$ cat src/rtl/spi_pkg.sv
// Shared SPI receiver definitions: FSM encoding, mode constants and PmodCLS command bytes.
// Used by the receiver RTL, the bench and the master-side models.
package spi_pkg;

  typedef enum logic {IDLE, ACTIVE} spi_state_e;

  localparam bit SPI_CPOL = 1'b0;
  localparam bit SPI_CPHA = 1'b0;

  localparam int BYTE_W = 8;

  localparam logic [BYTE_W-1:0] CLS_ESC      = 8'h1B;
  localparam logic [BYTE_W-1:0] CLS_LBRACKET = 8'h5B;
  localparam logic [BYTE_W-1:0] CLS_CLEAR    = 8'h6A;

endpackage

$ cat src/rtl/sync_fifo.sv
// Show-ahead synchronous FIFO; head entry is on rd_dat_o whenever non-empty, 0 when empty.
// Simultaneous push and pop both take effect, so a pop makes room for a push even when full.
module sync_fifo #(
  parameter int WIDTH = 8,
  parameter int DEPTH = 4,
  localparam int AW   = $clog2(DEPTH)
) (
  input  logic             clk,
  input  logic             rst,
  input  logic             wr_vld_i,
  input  logic [WIDTH-1:0] wr_dat_i,
  input  logic             rd_rdy_i,
  output logic [WIDTH-1:0] rd_dat_o,
  output logic             full_o,
  output logic             empty_o,
  output logic [AW:0]      count_o
);

  localparam logic [AW:0] FULL_CNT = (AW+1)'(DEPTH);

  logic [WIDTH-1:0] mem_q [DEPTH];
  logic [AW-1:0]    wr_ptr_q;
  logic [AW-1:0]    rd_ptr_q;
  logic [AW:0]      count_q;
  logic             do_pop;
  logic             do_push;

  assign do_pop  = rd_rdy_i && (count_q != '0);
  assign do_push = wr_vld_i && ((count_q != FULL_CNT) || do_pop);

  always_ff @(posedge clk) begin
    if (rst) begin
      wr_ptr_q <= '0;
      rd_ptr_q <= '0;
      count_q  <= '0;
    end else begin
      if (do_push) wr_ptr_q <= wr_ptr_q + 1'b1;
      if (do_pop)  rd_ptr_q <= rd_ptr_q + 1'b1;
      count_q <= count_q + {{AW{1'b0}}, do_push} - {{AW{1'b0}}, do_pop};
    end
  end

  always_ff @(posedge clk) begin
    if (do_push) mem_q[wr_ptr_q] <= wr_dat_i;
  end

  assign empty_o  = (count_q == '0);
  assign full_o   = (count_q == FULL_CNT);
  assign count_o  = count_q;
  assign rd_dat_o = empty_o ? '0 : mem_q[rd_ptr_q];

endmodule

$ cat src/rtl/spi_slave_receiver.sv
// SPI mode-0 slave: oversampled SCLK/MOSI/SS_N, MSB-first byte capture into a show-ahead FIFO,
// frame/abort/overrun reporting and a per-byte response shifted out on MISO.
module spi_slave_receiver
  import spi_pkg::*;
#(
  parameter int FIFO_DEPTH = 4,
  parameter int CNT_W      = 6
) (
  input  logic              clk,
  input  logic              rst,
  input  logic              sclk,
  input  logic              mosi,
  input  logic              ss_n,
  output logic              miso,
  input  logic [BYTE_W-1:0] tx_data,
  output logic [BYTE_W-1:0] rx_data,
  output logic              rx_valid,
  input  logic              rx_rd,
  output logic              frame_start,
  output logic              frame_done,
  output logic [CNT_W-1:0]  frame_bytes,
  output logic              frame_abort,
  output logic              overrun
);

  logic sclk_meta_q, sclk_sync_q, sclk_hist_q;
  logic ss_meta_q, ss_sync_q, ss_hist_q;
  logic mosi_meta_q, mosi_sync_q;
  logic [1:0] warm_q;
  logic armed_q;

  always_ff @(posedge clk) begin
    if (rst) begin
      sclk_meta_q <= SPI_CPOL;
      sclk_sync_q <= SPI_CPOL;
      sclk_hist_q <= SPI_CPOL;
      ss_meta_q   <= 1'b1;
      ss_sync_q   <= 1'b1;
      ss_hist_q   <= 1'b1;
      mosi_meta_q <= 1'b0;
      mosi_sync_q <= 1'b0;
      warm_q      <= 2'd0;
      armed_q     <= 1'b0;
    end else begin
      sclk_meta_q <= sclk;
      sclk_sync_q <= sclk_meta_q;
      sclk_hist_q <= sclk_sync_q;
      ss_meta_q   <= ss_n;
      ss_sync_q   <= ss_meta_q;
      ss_hist_q   <= ss_sync_q;
      mosi_meta_q <= mosi;
      mosi_sync_q <= mosi_meta_q;
      // Preset sync values are not real samples; only arm once ss_n has truly been seen high.
      if (warm_q != 2'd2) warm_q <= warm_q + 2'd1;
      if ((warm_q == 2'd2) && ss_sync_q) armed_q <= 1'b1;
    end
  end

  logic sclk_rise, sclk_fall, ss_rise, ss_fall;

  assign sclk_rise = sclk_sync_q & ~sclk_hist_q;
  assign sclk_fall = ~sclk_sync_q & sclk_hist_q;
  assign ss_rise   = ss_sync_q & ~ss_hist_q;
  assign ss_fall   = armed_q & ~ss_sync_q & ss_hist_q;

  spi_state_e        state_q;
  logic [2:0]        bit_cnt_q;
  logic [CNT_W-1:0]  byte_cnt_q;
  logic [BYTE_W-1:0] rx_sr_q;
  logic [BYTE_W-1:0] tx_sr_q;
  logic              reload_q;
  logic              miso_q;
  logic              frame_start_q, frame_done_q, frame_abort_q;
  logic [CNT_W-1:0]  frame_bytes_q;
  logic              overrun_q;

  logic              push_d;
  logic [BYTE_W-1:0] rx_byte_d;
  logic              fifo_full, fifo_empty;
  logic [$clog2(FIFO_DEPTH):0] fifo_count;

  assign rx_byte_d = {rx_sr_q[BYTE_W-2:0], mosi_sync_q};
  assign push_d    = (state_q == ACTIVE) && !ss_rise && sclk_rise && (bit_cnt_q == 3'd7);

  always_ff @(posedge clk) begin
    if (rst) begin
      state_q       <= IDLE;
      bit_cnt_q     <= '0;
      byte_cnt_q    <= '0;
      rx_sr_q       <= '0;
      tx_sr_q       <= '0;
      reload_q      <= 1'b0;
      miso_q        <= 1'b0;
      frame_start_q <= 1'b0;
      frame_done_q  <= 1'b0;
      frame_abort_q <= 1'b0;
      frame_bytes_q <= '0;
      overrun_q     <= 1'b0;
    end else begin
      frame_start_q <= 1'b0;
      frame_done_q  <= 1'b0;
      frame_abort_q <= 1'b0;
      if (push_d && fifo_full && !rx_rd) overrun_q <= 1'b1;
      case (state_q)
        IDLE: begin
          miso_q <= 1'b0;
          if (ss_fall) begin
            state_q       <= ACTIVE;
            frame_start_q <= 1'b1;
            bit_cnt_q     <= '0;
            byte_cnt_q    <= '0;
            reload_q      <= 1'b0;
            tx_sr_q       <= tx_data;
            miso_q        <= tx_data[BYTE_W-1];
          end
        end
        ACTIVE: begin
          if (ss_rise) begin
            if (bit_cnt_q == '0) begin
              frame_done_q  <= 1'b1;
              frame_bytes_q <= byte_cnt_q;
            end else begin
              frame_abort_q <= 1'b1;
            end
            state_q <= IDLE;
            miso_q  <= 1'b0;
          end else if (sclk_rise) begin
            rx_sr_q <= rx_byte_d;
            if (bit_cnt_q == 3'd7) begin
              bit_cnt_q <= '0;
              reload_q  <= 1'b1;
              if (byte_cnt_q != {CNT_W{1'b1}}) byte_cnt_q <= byte_cnt_q + CNT_W'(1);
            end else begin
              bit_cnt_q <= bit_cnt_q + 3'd1;
            end
          end else if (sclk_fall) begin
            // The falling edge that ends a byte starts the next response byte.
            if (reload_q) begin
              tx_sr_q  <= tx_data;
              miso_q   <= tx_data[BYTE_W-1];
              reload_q <= 1'b0;
            end else begin
              tx_sr_q <= {tx_sr_q[BYTE_W-2:0], 1'b0};
              miso_q  <= tx_sr_q[BYTE_W-2];
            end
          end
        end
        default: state_q <= IDLE;
      endcase
    end
  end

  sync_fifo #(
    .WIDTH (BYTE_W),
    .DEPTH (FIFO_DEPTH)
  ) u_rx_fifo (
    .clk      (clk),
    .rst      (rst),
    .wr_vld_i (push_d),
    .wr_dat_i (rx_byte_d),
    .rd_rdy_i (rx_rd),
    .rd_dat_o (rx_data),
    .full_o   (fifo_full),
    .empty_o  (fifo_empty),
    .count_o  (fifo_count)
  );

  logic unused_fifo_count;
  assign unused_fifo_count = ^fifo_count;

  assign rx_valid    = ~fifo_empty;
  assign miso        = miso_q;
  assign frame_start = frame_start_q;
  assign frame_done  = frame_done_q;
  assign frame_abort = frame_abort_q;
  assign frame_bytes = frame_bytes_q;
  assign overrun     = overrun_q;

endmodule

$ cat config.mk
export PLATFORM = sky130hd
export DESIGN_NAME = spi_slave_receiver
export DESIGN_NICKNAME = d
export VERILOG_FILES = /design/src/rtl/spi_pkg.sv /design/src/rtl/sync_fifo.sv /design/src/rtl/spi_slave_receiver.sv
export SDC_FILE = /design/constraint.sdc
export NUM_CORES = 1
export LEC_CHECK = 0
export ABC_AREA = 1
export ABC_CLOCK_PERIOD_IN_PS = 2500
export CAP_MARGIN = 20
export CORE_MARGIN = 3
export CORE_UTILIZATION = 45
export DETAILED_ROUTE_END_ITERATION = 16
export GPL_TIMING_DRIVEN = 0
export SETUP_SLACK_MARGIN = 0.1
export SLEW_MARGIN = 20
export SYNTH_ARGS = -nofsm -noshare
export SYNTH_HDL_FRONTEND = slang
export SYNTH_SLANG_ARGS = --single-unit
$ cat constraint.sdc
create_clock -name clk -period 2.5 [get_ports clk]
set_input_delay 0.375 -clock clk [delete_from_list [all_inputs] [get_ports clk]]
set_output_delay 0.375 -clock clk [all_outputs]
set_load 0.01 [all_outputs]
### Word-level counts from Yosys, hierarchy flattened

Memories as Yosys holds them, arrays and structs flattened. A register that Yosys moved wholly into a read port is not among the register bits.
Cells that the tools add are included.

| word-level totals | value |
|---|---|
| bits in registers | 54 |
| latch bits | 0 |
| bits in writable memories | 32 |
| bits in read-only memories | 0 |
| input port bits | 14 |
| output and inout port bits | 20 |
| logic and storage cells | 124 |
| memories | 1 |

| operators by class | value |
|---|---|
| add/subtract/negate cells | 7 |
| $mul | 0 |
| divide/modulo/power cells | 0 |
| magnitude comparators | 0 |
| equality and inequality tests | 17 |
| shift-type cells | 0 |
| mux-type cells | 39 |
| bitwise operators | 12 |
| reductions and logical operators | 23 |

Memories:

| name | depth | bits a word | rd ports | clocked after Yosys merged registers in | write ports | RTL line | text |
|---|---|---|---|---|---|---|---|
| u_rx_fifo.mem_q | 4 | 8 | 1 | 1 | 1 | sync_fifo.sv:21 | `logic [WIDTH-1:0] mem_q [DEPTH];` |

Operators with widths:

| cell | number |
|---|---|
| $mux 7 | 5 |
| $mux 6 | 5 |
| $mux 1 | 16 |
| $pmux 7 s2 | 1 |
| $mux 3 | 4 |
| $ne 2x2->1 const B | 6 |
| $ne 3x3->1 const B | 4 |
| $pmux 6 s2 | 1 |
| $reduce_and 3->1 | 3 |
| $logic_and 1x1->1 | 8 |
| $mux 8 | 1 |
| $reduce_and 4->1 | 2 |
| $not 1->1 | 7 |
| $add 2x1->2 const B | 3 |
| $add 6x1->6 const B | 1 |
| $eq 3x3->1 const B | 2 |
| $logic_not 3->1 | 2 |
| $ne 6x6->1 const B | 1 |
| $pmux 1 s2 | 3 |
| $pmux 3 s2 | 1 |
| $and 1x1->1 | 5 |
| $reduce_and 5->1 | 1 |
| $mux 2 | 2 |
| $ne 2x1->1 const B | 2 |
| 11 further kinds | 12 |

### Longest topological paths before layout

| depth | value |
|---|---|
| depth after elaboration | 9 |
| gate-level depth with buffers | 13 |
| depth with buffers taken out | 13 |

### Hierarchy

From an unflattened synthesis, not the netlist that was laid out.

| unflattened totals | value |
|---|---|
| cell total of the unflattened synthesis | 435 |
| area, all modules | 3,871.2 um^2 |

By module, submodules not included:

| module | instances | cells an instance | area each (um^2) | seq. area each (um^2) |
|---|---|---|---|---|
| spi_slave_receiver | 1 | 269 | 2,065.7 | 940.9 |
| sync_fifo | 1 | 166 | 1,805.5 | 1,141.1 |

### Worst setup path after synthesis

No wires, ideal clock.

| timing path | value |
|---|---|
| kind | register to register |
| start point | register u_rx_fifo.count_q[2], in the netlist u_rx_fifo.count_o[2] |
| end point | register u_rx_fifo.count_q[2], in the netlist u_rx_fifo.count_o[2] |
| setup time | 0.070 ns |
| data arrival time | 1.818 ns |
| data required time | 2.430 ns |
| path slack | 0.612 ns |
| stages on the path, launching flop included | 10 |
| buffers on the path | 0 |
| clock period less this slack | 1.888 ns |
| path through | dfxtp_1 -> nor3_4 -> nor2_4 -> ha_1 -> inv_1 -> ha_1 -> fa_1 -> inv_1 -> o21ai_0 -> a21oi_1 |

| between the ends | value |
|---|---|
| cells in the longest elaborated chain, start to end | 6 |
| elaborated cells between the ends (all ways) | 7 |
| those cells by class | add/sub: 2; eq/ne: 1; reduce/logical: 4 |

Ends and longest elaborated chain:

| element | RTL line | text |
|---|---|---|
| start: declaration | sync_fifo.sv:24 | `logic [AW:0] count_q;` |
| start signal: assignment | sync_fifo.sv:39 | `count_q <= count_q + {{AW{1'b0}}, do_push} - {{AW{1'b0}}, do_pop};` |
| $reduce_bool 3->1 * | sync_fifo.sv:28 | `assign do_pop = rd_rdy_i && (count_q != '0);` |
| $logic_and 1x1->1 * | sync_fifo.sv:28 |  |
| net u_rx_fifo.do_pop | sync_fifo.sv:25 | `logic do_pop;` |
| $logic_or 1x1->1 | sync_fifo.sv:29 | `assign do_push = wr_vld_i && ((count_q != FULL_CNT) \|\| do_pop);` |
| $logic_and 1x1->1 | sync_fifo.sv:29 |  |
| $add 3x1->3 | sync_fifo.sv:39 |  |
| $sub 3x1->3 * | sync_fifo.sv:39 |  |

Mark *: on every way through the listed nets, which the timed path passes. The rest lies on a longest branch.
A chain may end at the register's enable or synchronous reset.

==> metrics.md <==
| Metric | Value |
|---|---|
| Status | `completed` |
| Critical Path RT | `around 2.1 ns` |
| Synth warn | `0` |
| Largest net degree at the start of global routing | `18` |
| Hold_sp | `rst` |
| Mean post-synth cell area | `8.89 um2` |
| Cts bufs inserted | `9` |
| Antenna fix cells | `0` |
| Worst skew pair latency | `between 0.3 and 0.4 ns` |
| Post-synth top area share | `29.7%` |
| Clock H-tree levels | `3` |
| Commonest cells after routing, fill and taps aside | `nor2_1 (86), dfxtp_1 (56), nand2_1 (52)` |
| CTS tree | `built` |
| CP Launch Type | `register` |
| First-pass GRT wire length | `11900 um` |
| Final Cycle Share | `slightly above 90%` |
| Die height | `97.5 um` |
| Post-DRT Antenna Nets | `0` |
| Starting density of the core | `47.6%` |
| Endpoints failing hold | `0` |
| TNS Setup | `0 ns` |
| Mapped Nets | `452` |
| Post-place instance area | `roughly 4200 um2` |
| Internal | `roughly 2.3 mW` |
| CORE AREA | `between 7000 and 8000 um2` |
| Number of global-route vias before repair | `between 2000 and 3000` |
| Seq cells post-synth | `88` |
| Slew @ Worst Pin | `0.790 ns` |
| Worst IR Drop VDD | `438 uV` |
| Via count | `2771` |
| I/O Buffers | `32` |
| Leak pwr | `1.85 nW` |
| Signal arrival time at the worst endpoint | `1.91 ns` |
| Drt total wl | `7080 um` |
| CP Class | `register to primary output` |
| Detailed Place HPWL | `5000 um` |
| Min Tclk post-route | `approximately 2.3 ns` |
| FF-to-FF path depth | `9` |
| Fillers | `between 700 and 800` |
| CTS Buffer Depth | `2` |
| Clk sinks | `88` |
| Total Power | `3.29 mW` |
| Critical-path maximum fanout | `10` |
| Hold path cells | `2` |
| Via density | `4.80` |
| Setup violators final | `0` |
| RSZ-0062 raised after global routing | `no` |
| Hold WC Path Type | `input port to register` |
| Share of layout cells above drive strength 1 | `11.4%` |
| GPL Wtd Cong | `around 0.76` |
| Worst R2R End | `u_rx_fifo.count_o[2]` |
| Sequential Power Share | `48.6%` |
| Worst r2r src | `u_rx_fifo.count_o[2]` |
| GR Overflow Total | `0` |
| Worst slew margin | `47.2%` |
| Gate power share | `23.1%` |
| Achievable Freq | `439 MHz` |
| P_sw | `1.02 mW` |
| Root Buffer | `clkbuf_8` |
| Reg-to-reg setup timing slack | `0.39 ns` |
| Final Max Slew Viols | `0` |
| Clock transition at the registers of the reported paths | `0.09 ns` |
| Synth area leader | `dfxtp_1` |
| Die W | `97.5 um` |
| Hold buffers post-CTS | `0` |
| Multi-input gate area | `1420 um2` |
| GRT Util Overall | `15.3%` |
| Seq. cell area | `~2100 um2` |
| I/O pins | `34` |
| Clock Skews | `0.00529 ns` |
| Routed len/inst | `12.3 um` |
| Switching Share | `a little under a third` |
| Clk pwr share | `28.3%` |
| Cell variety after synth | `36` |
| Area grow syn2layout | `18.5%` |
| 1st-pass router iterations | `4` |
| Post-synthesis cell count | `about 420` |
| Seq/Total Area, Yosys | `55.2%` |
| Netlist Area Pre-Place | `3770 um2` |
| Cell Pwr Density | `737 nW/um2` |
| Synth area leaders | `dfxtp_1 (30%), edfxtp_1 (25%), nor2_1 (8.6%), nand2_1 (5.2%), o21ai_0 (4.8%)` |
| Full die area | `9510 um2` |
| Nets@finish | `between 400 and 500` |
| Cell area after layout | `around 4500 um2` |
| Leading cell type in the layout, fill and taps excluded | `nor2_1` |
| Max cap viols | `0` |
| Hold worst-path end | `byte_cnt_q[3]` |
| Antenna violations before repair | `0` |
| Initial DRC count | `between 100 and 150` |
| Final hold slack | `~0.30 ns` |
| Drc violations | `0` |
| Row count | `32` |
| Crit path capture type | `primary output` |
-- final cells by class --
class,count,area share (%)
buffer,13,1.96
clock buffer,9,2.77
clock inverter,7,1.54
inverter,51,4.54
multi-input combinational,272,31.7
sequential,88,46.6
tap,102,2.86
timing repair buffer,35,8.01
-- cells in the mapped netlist (all sizes together) --
cell type  count
a21oi         34
a31oi          1
buf           12
clkbuf         1
clkinv         2
dfxtp         56
edfxtp        32
fa             1
ha            13
inv           49
nand2         59
nand3         22
nand4          4
nor2          90
nor3           2
nor3b          1
nor4           1
o211ai         2
o21ai         39
or2            2
xor2           1
-- worst max-delay path, stage by stage (launching register included) --
cell and delay, ns:
dfxtp_1 0.31, buf_4 0.16, inv_2 0.11, clkbuf_4 0.21, o21ai_0 0.10, a21oi_1 0.12, clkdlybuf4s50_1 0.54
-- sequential cells by signal, summed over array words and instances, names as in the netlist, 2 cells and up, named ones only --
signal / cells
u_rx_fifo.mem_q: 32
u_rx_fifo.rd_ptr_q: 2
warm_q: 2
tx_sr_q: 7
byte_cnt_q: 6
u_rx_fifo.wr_ptr_q: 2
u_rx_fifo.count_o: 3
frame_bytes: 6
bit_cnt_q: 3
rx_sr_q: 7
-- how the worst max path moves through the flow --
stage | from | to | slack (ns)
floorplan | u_rx_fifo.count_o[2] | u_rx_fifo.count_o[2] | 0.61
CTS | register | rx_data[0] | 0.11
detailed placement | rx_rd | u_rx_fifo.count_o[2] | 0.20
finish | register | rx_data[1] | 0.22
global placement | rx_rd | u_rx_fifo.count_o[2] | 0.21
global route | register | rx_data[1] | 0.11
-- power groups by stage --
stage	logic (mW)	registers (mW)	clock network, mW
2_1_floorplan	0.463	1.62	0
3_3_place_gp	0.746	1.63	0
3_5_place_dp	0.760	1.63	0
4_1_cts	0.773	1.60	0.952
5_1_grt	0.855	1.61	1.01
6_report	0.761	1.60	0.932
-- stage by stage --
step | std cells | utilization, % | worst slack, ns
3_5_place_dp | 558 | 53.2 | 0.201
3_3_place_gp | 558 | 53.2 | 0.213
4_1_cts | 574 | 55.7 | 0.113
5_1_grt | 577 | 56.3 | 0.110
2_1_floorplan | 424 | - | 0.612
6_report | 577 | 56.3 | 0.220
-- cell families after synthesis --
| group | after synthesis | share of synthesized area (%) |
|---|---|---|
| and+or+nand+nor | 181 | 22.0 |
| AOI/OAI and AO/OA | 76 | 10.5 |
| adders and majority gates | 14 | 4.85 |
| DFF | 88 | 55.2 |
| buffers and inverters | 64 | 7.20 |
| xor gates and xnor gates | 1 | 0.232 |
-- repair_timing --
item,CTS,global route
gates cloned,0,0
endpoints found under the setup margin,8,8
gates resized for setup,3,12
setup buffers,0,3
-- layer usage --
metal | global-route usage [%] | wire length [um]
met4 | 6.07 | 129
met2 | 25.3 | 3350
met1 | 19.8 | 3320
met3 | 3.02 | 274
met5 | 0 | 0
No activity file was read; power rests on OpenSTA's default activity.
